$ cat src/rtl/param_fifo.sv
// param_fifo: parameterised synchronous FIFO with first-word fall-through or registered-read output
module param_fifo #(
   parameter int DEPTH    = 16,
   parameter int WIDTH    = 8,
   parameter int AF_LEVEL = DEPTH - 2,
   parameter int AE_LEVEL = 2,
   parameter int FWFT     = 1
) (
   input  logic                   clk,
   input  logic                   rst,
   input  logic                   wr_en,
   input  logic [WIDTH-1:0]       data_in,
   input  logic                   rd_en,
   output logic [WIDTH-1:0]       data_out,
   output logic                   rd_valid,
   output logic                   full,
   output logic                   empty,
   output logic                   almost_full,
   output logic                   almost_empty,
   output logic [$clog2(DEPTH):0] level,
   output logic                   overflow,
   output logic                   underflow,
   input  logic                   clr_err
);
   localparam int AW = $clog2(DEPTH);
   localparam int LW = AW + 1;
   logic [WIDTH-1:0] mem_q [DEPTH];
   logic [AW-1:0]    wr_ptr_q, wr_ptr_d, rd_ptr_q, rd_ptr_d;
   logic [LW-1:0]    level_q, level_d;
   logic [WIDTH-1:0] dout_q, dout_d;
   logic             rd_valid_q, rd_valid_d;
   logic             overflow_q, overflow_d, underflow_q, underflow_d;
   logic             wr_acc, rd_acc;
   assign full         = level_q == LW'(DEPTH);
   assign empty        = level_q == '0;
   assign almost_full  = level_q >= LW'(AF_LEVEL);
   assign almost_empty = level_q <= LW'(AE_LEVEL);
   assign level        = level_q;
   assign overflow     = overflow_q;
   assign underflow    = underflow_q;
   assign data_out     = FWFT != 0 ? (empty ? '0 : mem_q[rd_ptr_q]) : dout_q;
   assign rd_valid     = FWFT != 0 ? !empty : rd_valid_q;
   // acceptance decode and next-state; a read at full frees the slot the write uses
   always_comb begin
      rd_acc      = rd_en && !empty;
      wr_acc      = wr_en && (!full || rd_acc);
      wr_ptr_d    = wr_acc ? wr_ptr_q + AW'(1) : wr_ptr_q;
      rd_ptr_d    = rd_acc ? rd_ptr_q + AW'(1) : rd_ptr_q;
      level_d     = (wr_acc && !rd_acc) ? level_q + LW'(1) : (rd_acc && !wr_acc) ? level_q - LW'(1) : level_q;
      overflow_d  = (wr_en && !wr_acc) || (overflow_q && !clr_err);
      underflow_d = (rd_en && !rd_acc) || (underflow_q && !clr_err);
      rd_valid_d  = rd_acc;
      dout_d      = rd_acc ? mem_q[rd_ptr_q] : dout_q;
   end
   // control state; reset overrides every request in the same cycle
   always_ff @(posedge clk) begin
      if (rst) begin
         wr_ptr_q    <= '0;
         rd_ptr_q    <= '0;
         level_q     <= '0;
         dout_q      <= '0;
         rd_valid_q  <= 1'b0;
         overflow_q  <= 1'b0;
         underflow_q <= 1'b0;
      end else begin
         wr_ptr_q    <= wr_ptr_d;
         rd_ptr_q    <= rd_ptr_d;
         level_q     <= level_d;
         dout_q      <= dout_d;
         rd_valid_q  <= rd_valid_d;
         overflow_q  <= overflow_d;
         underflow_q <= underflow_d;
      end
   end
   // storage write port; contents are deliberately left unreset
   always_ff @(posedge clk) begin
      if (wr_acc && !rst) mem_q[wr_ptr_q] <= data_in;
   end
endmodule

$ cat config.mk
export PLATFORM = sky130hd
export DESIGN_NAME = param_fifo
export DESIGN_NICKNAME = d
export VERILOG_FILES = /design/src/rtl/param_fifo.sv
export SDC_FILE = /design/constraint.sdc
export NUM_CORES = 1
export LEC_CHECK = 0
export BUFFER_PORTS_ARGS = -buffer_cell sky130_fd_sc_hd__buf_2
export CORE_MARGIN = 2
export CORE_UTILIZATION = 55
export CTS_CLUSTER_DIAMETER = 150
export DETAILED_ROUTE_END_ITERATION = 10
export PLACE_DENSITY = 0.76
export SETUP_SLACK_MARGIN = 0.2
export SYNTH_ARGS = -nofsm -noshare
export SYNTH_HDL_FRONTEND = slang
export SYNTH_SLANG_ARGS = --single-unit
$ cat constraint.sdc
create_clock -name clk -period 4.22 [get_ports clk]
set_clock_uncertainty 0.1 [all_clocks]
set_input_delay 0.422 -clock clk [delete_from_list [all_inputs] [get_ports clk]]
set_output_delay 0.422 -clock clk [all_outputs]
set_load 0.02 [all_outputs]
# [After elaboration in Yosys (flattened, before gate mapping)]
# Memory sizes are Yosys's and may differ from the RTL's. A register that Yosys moved wholly into a read port is not among the register bits.
# Cells that the tools add are included.
[classes] mux=7 magnitude_cmp=2 reduce_logical=20 addsub=4 n_eq_ne=1
[op_table] op="$mux 5" n=2
[op_table] op="$logic_and 1x1->1" n=9
[op_table] op="$add 4x1->4 const B" n=2
[op_table] op="$mux 4" n=2
[op_table] op="$mux 8" n=1
[op_table] op="$logic_not 1->1" n=6
[op_table] op="$add 5x1->5 const B" n=1
[op_table] op="$eq 5x5->1 const B" n=1
[op_table] op="$ge 5x4->1 const B" n=1
[op_table] op="$le 5x2->1 const B" n=1
[op_table] op="$logic_not 5->1" n=1
[op_table] op="$sub 5x1->5 const B" n=1
[op_table] op="$logic_or 1x1->1" n=3
[op_table] op="$mux 1" n=2
[op_table] op="$reduce_bool 2->1" n=1
[word_totals] out_inout_bits=20 ramBits=128 elab_cells=40 ff_bits=15 memories=1
[memory_table] name="mem_q" words=16 word_bits=8 read_ports=1 rd_clocked_by_memory_dff=1 wr=1 line="27" text="logic [WIDTH-1:0] mem_q [DEPTH];"

# [Longest topological paths before layout]
[logic_depth] word_depth=9 depth_mapped=12 ltp_nobuf=10

# [Least setup slack after synthesis]
# No wires, ideal clock.
[synth_path] kind="register to register" from="register level_q[1] (netlist: level[1])" to="register level_q[4] (netlist: level[4])" path_stages_with_launch=13 path_slack_ns=1.183 synth_period_minus_slack_ns=3.037 n_path_buf=2 arrival_ns=2.816 t_required_ns=3.999 cell_sequence="dfxtp_1 > or4_1 > buf_2 > o31ai_4 > buf_6 > inv_4 > ha_1 > inv_1 > ha_1 > a21oi_1 > a211oi_1 > a31oi_1 > mux2_2"
[synth_via] elab_chain_len=8 word_cells_on_any_way=16
[synth_rtl] element="start: declaration" line="29" text="logic [LW-1:0] level_q, level_d;"
[synth_rtl] element="start signal: assignment" line="68" text="level_q <= level_d;"
[synth_rtl] element="parallel branches: the longest is 8 deep, another holds $sub 5x1->5"
# Parallel ways; which one is timed is not known. The select of a mux whose other input is x is not followed.
# A chain may end at the register's enable or synchronous reset.

# [Final worst setup path]
# Ends and elaborated chain as after synthesis.

==> flow_results.org <==
** Timing
- The worst path needs 3.440 ns of the cycle, external delays included.
- Tightest Pin Transition :: 0.8852 ns
- Of the available clock period, the critical path in the final layout requires 81.52%.
- Summed negative setup slack over all endpoints :: 0 ns
- Setup repair after global routing left no endpoint under its margin.
- Worst slew margin relative to its limit :: 40.77%
- Hold violation total from the final report :: 0
- Final slew viol count :: 0
- Timing would allow up to 290.7 MHz.
- Final Setup Violations :: 0

** Clocking
- Cell at the root of the clock tree :: clkbuf_8
- In this run, post-CTS repair resized a total of 0 instances.
- Post-CTS setup-driven buffer insertion count :: 0
- For the worst-skew pair, the clock arrives at the later sink with an insertion delay of 0.53 ns.
- Counting every sink on the clock net gives 147.
- CTS clk-pin slew, worst paths :: 0.07 ns
- After clock tree synthesis, the flow added hold-fix buffers numbering 0.
- Number of buffers added by the clock tree synthesis step :: 17
- H-tree level count :: 4
- The longest clock path from root to sink contains 2 buffers.
- TritonCTS clock tree :: done

** Routing
- Routed WL :: 10780 um
- The first TritonRoute pass finished after 4 iterations.
- Post-detailed-route count of antenna-violating nets :: 0
- Total DRC errors in the routed layout :: 0
- In the routed layout, each cell is associated on average with a via count of 5.800.
- Vias after detailed routing :: 3039
- In the final routed layout, each cell accounts on average for 20.58 um.
- After the first detailed-routing iteration, the DRC count stood at 243.

** Power and ir drop
- Peak supply drop :: 0.3921 mV
- Power spread over the standard cell area amounts to 608.1 nW/um^2.
- Static leakage :: 0.002274 uW

** Min path
- The worst hold path terminates at overflow.
- The worst hold path passes through 3 cells.
- Worst min-delay path class :: in -> reg
- Hold wc startpoint :: clr_err

** Global route
- The initial antenna violation count is 0.
- Via count of the first global-routing pass :: 3160
- First-pass GRT wire length :: 17090 um
- Global routing consumed, over all layers together, 20.68% of the routing resources.
- Maximum number of pins on one net before global-route repair :: 33
- After global routing the overflow that remains totals 0.

** Placement
- Detail Placement HPWL :: 6967 um
- In this run the tool buffered the top-level ports with 32 buffer cells.
- Count of placed standard cells including taps :: 492
- Routability-driven placement finished with a final weighted congestion of 0.7574.

** Setup path
- The worst setup path is of the reg -> reg kind.
- STA classifies the critical path endpoint as a register.
- Across all register-to-register paths, the minimum setup slack is 0.78 ns.
- The worst setup path is launched from a register.
- Crit Path Max Fanout :: 11
- At the worst endpoint, the arrival time is 3.77 ns.
- In this run the critical register-to-register path is launched from level[1].
- Critical path required time :: 4.55 ns
- Counting cells, the worst reg-to-reg path comes to 10.
- In this run the critical register-to-register path is captured at level[4].

** Logic synthesis
- Cell with the most instances after synthesis :: edfxtp_1
- Distinct cell type count after synthesis :: 39
- Area share of the largest cell type after synthesis :: 64.44%
- Ranked by instance count, the synthesized netlist is headed by edfxtp_1 (128), mux4_2 (32), nor2_1 (29), dfxtp_1 (19), a211oi_1 (17).
- Gate Count Post-Synth :: 332
- Dominant synthesized flop cell :: edfxtp_1
- In this run, synthesis produced a sequential element count of 147.
- In the synthesized netlist the async set-or-reset flop fraction comes to 0%.
- Synthesized net count :: 355
- Cell area after synthesis :: 5964 sq um
- By area the synthesized netlist is led by edfxtp_1 (64%), mux4_2 (12%), dfxtp_1 (6.4%), a211oi_1 (2.1%), ha_1 (1.9%).
- Avg Synthesized Cell Area :: 17.97 sq um
- Warnings, synthesis :: 0
- Dominant cell type by area after synthesis :: edfxtp_1
- Yosys mapped a number of flops with a built-in enable equal to 128.
- Sequential cells were found to cover 70.82% of the synthesized design area.

** Final layout
- Fraction of layout cells with a size suffix above 1 :: 28.91%
- # nets final :: 394
- 0 antenna diodes ended up in the layout.
- Relative to the synthesized area, the layout overhead comes to 15.27%.
- End-of-flow core utilization :: 64.27%
- The count of cells in the finished layout, fillers not included, comes to 524.

** Floorplanning
- Starting utilization of the core area :: 55.75%
- Placeable core region :: 10700 sq um
- The die covers 11690 sq um.
- In this run the horizontal extent of the chip is 108.1 um.
- Die Y-Extent :: 108.1 um
- 33 I/O pins were placed.
- Floorplan row count :: 38

** Run
- Number of violations of the max-capacitance limit :: 0

** Outcome
- The flow ran to the end, and the final reports show no timing, DRC or antenna violations.
[worst max path at each step]
| stage | startpoint | endpoint | slack (ns) | depth (start not counted) |
|---|---|---|---|---|
| floorplan | level[1] | level[4] | 1.18 | 12 |
| global placement | level[1] | level[4] | 0.99 | 10 |
| detailed placement | level[1] | level[4] | 0.84 | 10 |
| CTS | level[1] | level[4] | 0.82 | 10 |
| global route | level[1] | level[4] | 0.60 | 10 |
| finish | level[1] | level[4] | 0.78 | 10 |
[registers in the layout, summed over array words and instances, names as in the netlist, named ones only]
signal     count
wr_ptr_q       4
level          5
mem_q        128
rd_ptr_q       4
underflow      1
overflow       1
[cells in the final DEF (no fill, tap or decap), types with 2 or more instances in the layout]
cell type	synthesis	layout
nand3_1	3	3
nor2b_1	9	9
ha_1	9	9
clkinvlp_4	0	6
mux2i_1	10	10
inv_6	0	3
edfxtp_1	128	128
bufinv_16	0	4
nand2_1	5	5
xor2_1	4	4
a211oi_1	17	17
o211ai_1	2	2
a21oi_1	8	8
buf_4	2	7
nor3_1	4	4
nand2b_1	5	5
buf_2	9	32
mux4_2	32	32
nor2_1	29	29
o21ai_1	2	2
dfxtp_1	19	18
or3_1	4	4
inv_1	6	6
clkbuf_16	0	16
[critical path: stages (launching register included)]
cell and delay [ns]:
dfxtp_1 0.39, or4_1 0.70, o31ai_4 0.47, inv_4 0.11, ha_1 0.22, inv_1 0.16
ha_1 0.30, a21oi_1 0.22, a211oi_1 0.13, a31oi_1 0.18, mux2_2 0.35
[power breakdown]
| part | internal [uW] | leakage, uW | switching, uW | total, uW |
|---|---|---|---|---|
| Clock | 964 | 0.000283 | 578 | 1540 |
| Sequential | 1630 | 0.00131 | 76.0 | 1710 |
| Combinational | 397 | 0.000682 | 531 | 928 |
| Total | 3000 | 0.00227 | 1190 | 4180 |
[per-layer routing]
metal  part of all wire (%)  global-route usage [%]
met2                     52                   34.95
met4                    1.3                   5.861
met1                     41                   25.32
met3                    6.6                   7.474
met5                      0                       0
[through the flow]
step | cell area [sq um] | power [uW] | setup slack, ns | hold slack, ns
final | 6875 | 4181 | 0.7799 | 0.08931
after global routing | 6875 | 4352 | 0.5962 | 0.09603
after CTS | 6875 | 4221 | 0.8218 | 0.06008
after detailed placement | 6256 | 2673 | 0.8379 | 0.3814
after global placement | 6256 | 2651 | 0.9890 | 0.3534
after floorplan | 5964 | 2433 | 1.183 | 0.3817
[kinds of logic after synthesis]
kind of cell	share of synthesized area [%]
AND/OR/NAND/NOR	5.769
adder cells (fa/ha/maj)	2.224
multiplexers	13.95
flip-flops	70.82
buffers and inverters	2.119
AO/OA/AOI/OAI	4.112
XOR/XNOR	1.007
[layout make-up]
| cell class | count | area [sq um] |
|---|---|---|
| multi-input combinational | 159 | 1614 |
| inverter | 7 | 28.78 |
| tap | 140 | 175.2 |
| timing repair buffer | 39 | 212.7 |
| clock inverter | 15 | 205.2 |
| sequential | 147 | 4225 |
| clock buffer | 17 | 414.1 |
| fill | 726 | 3822 |
(Power assumes the default switching activity.)
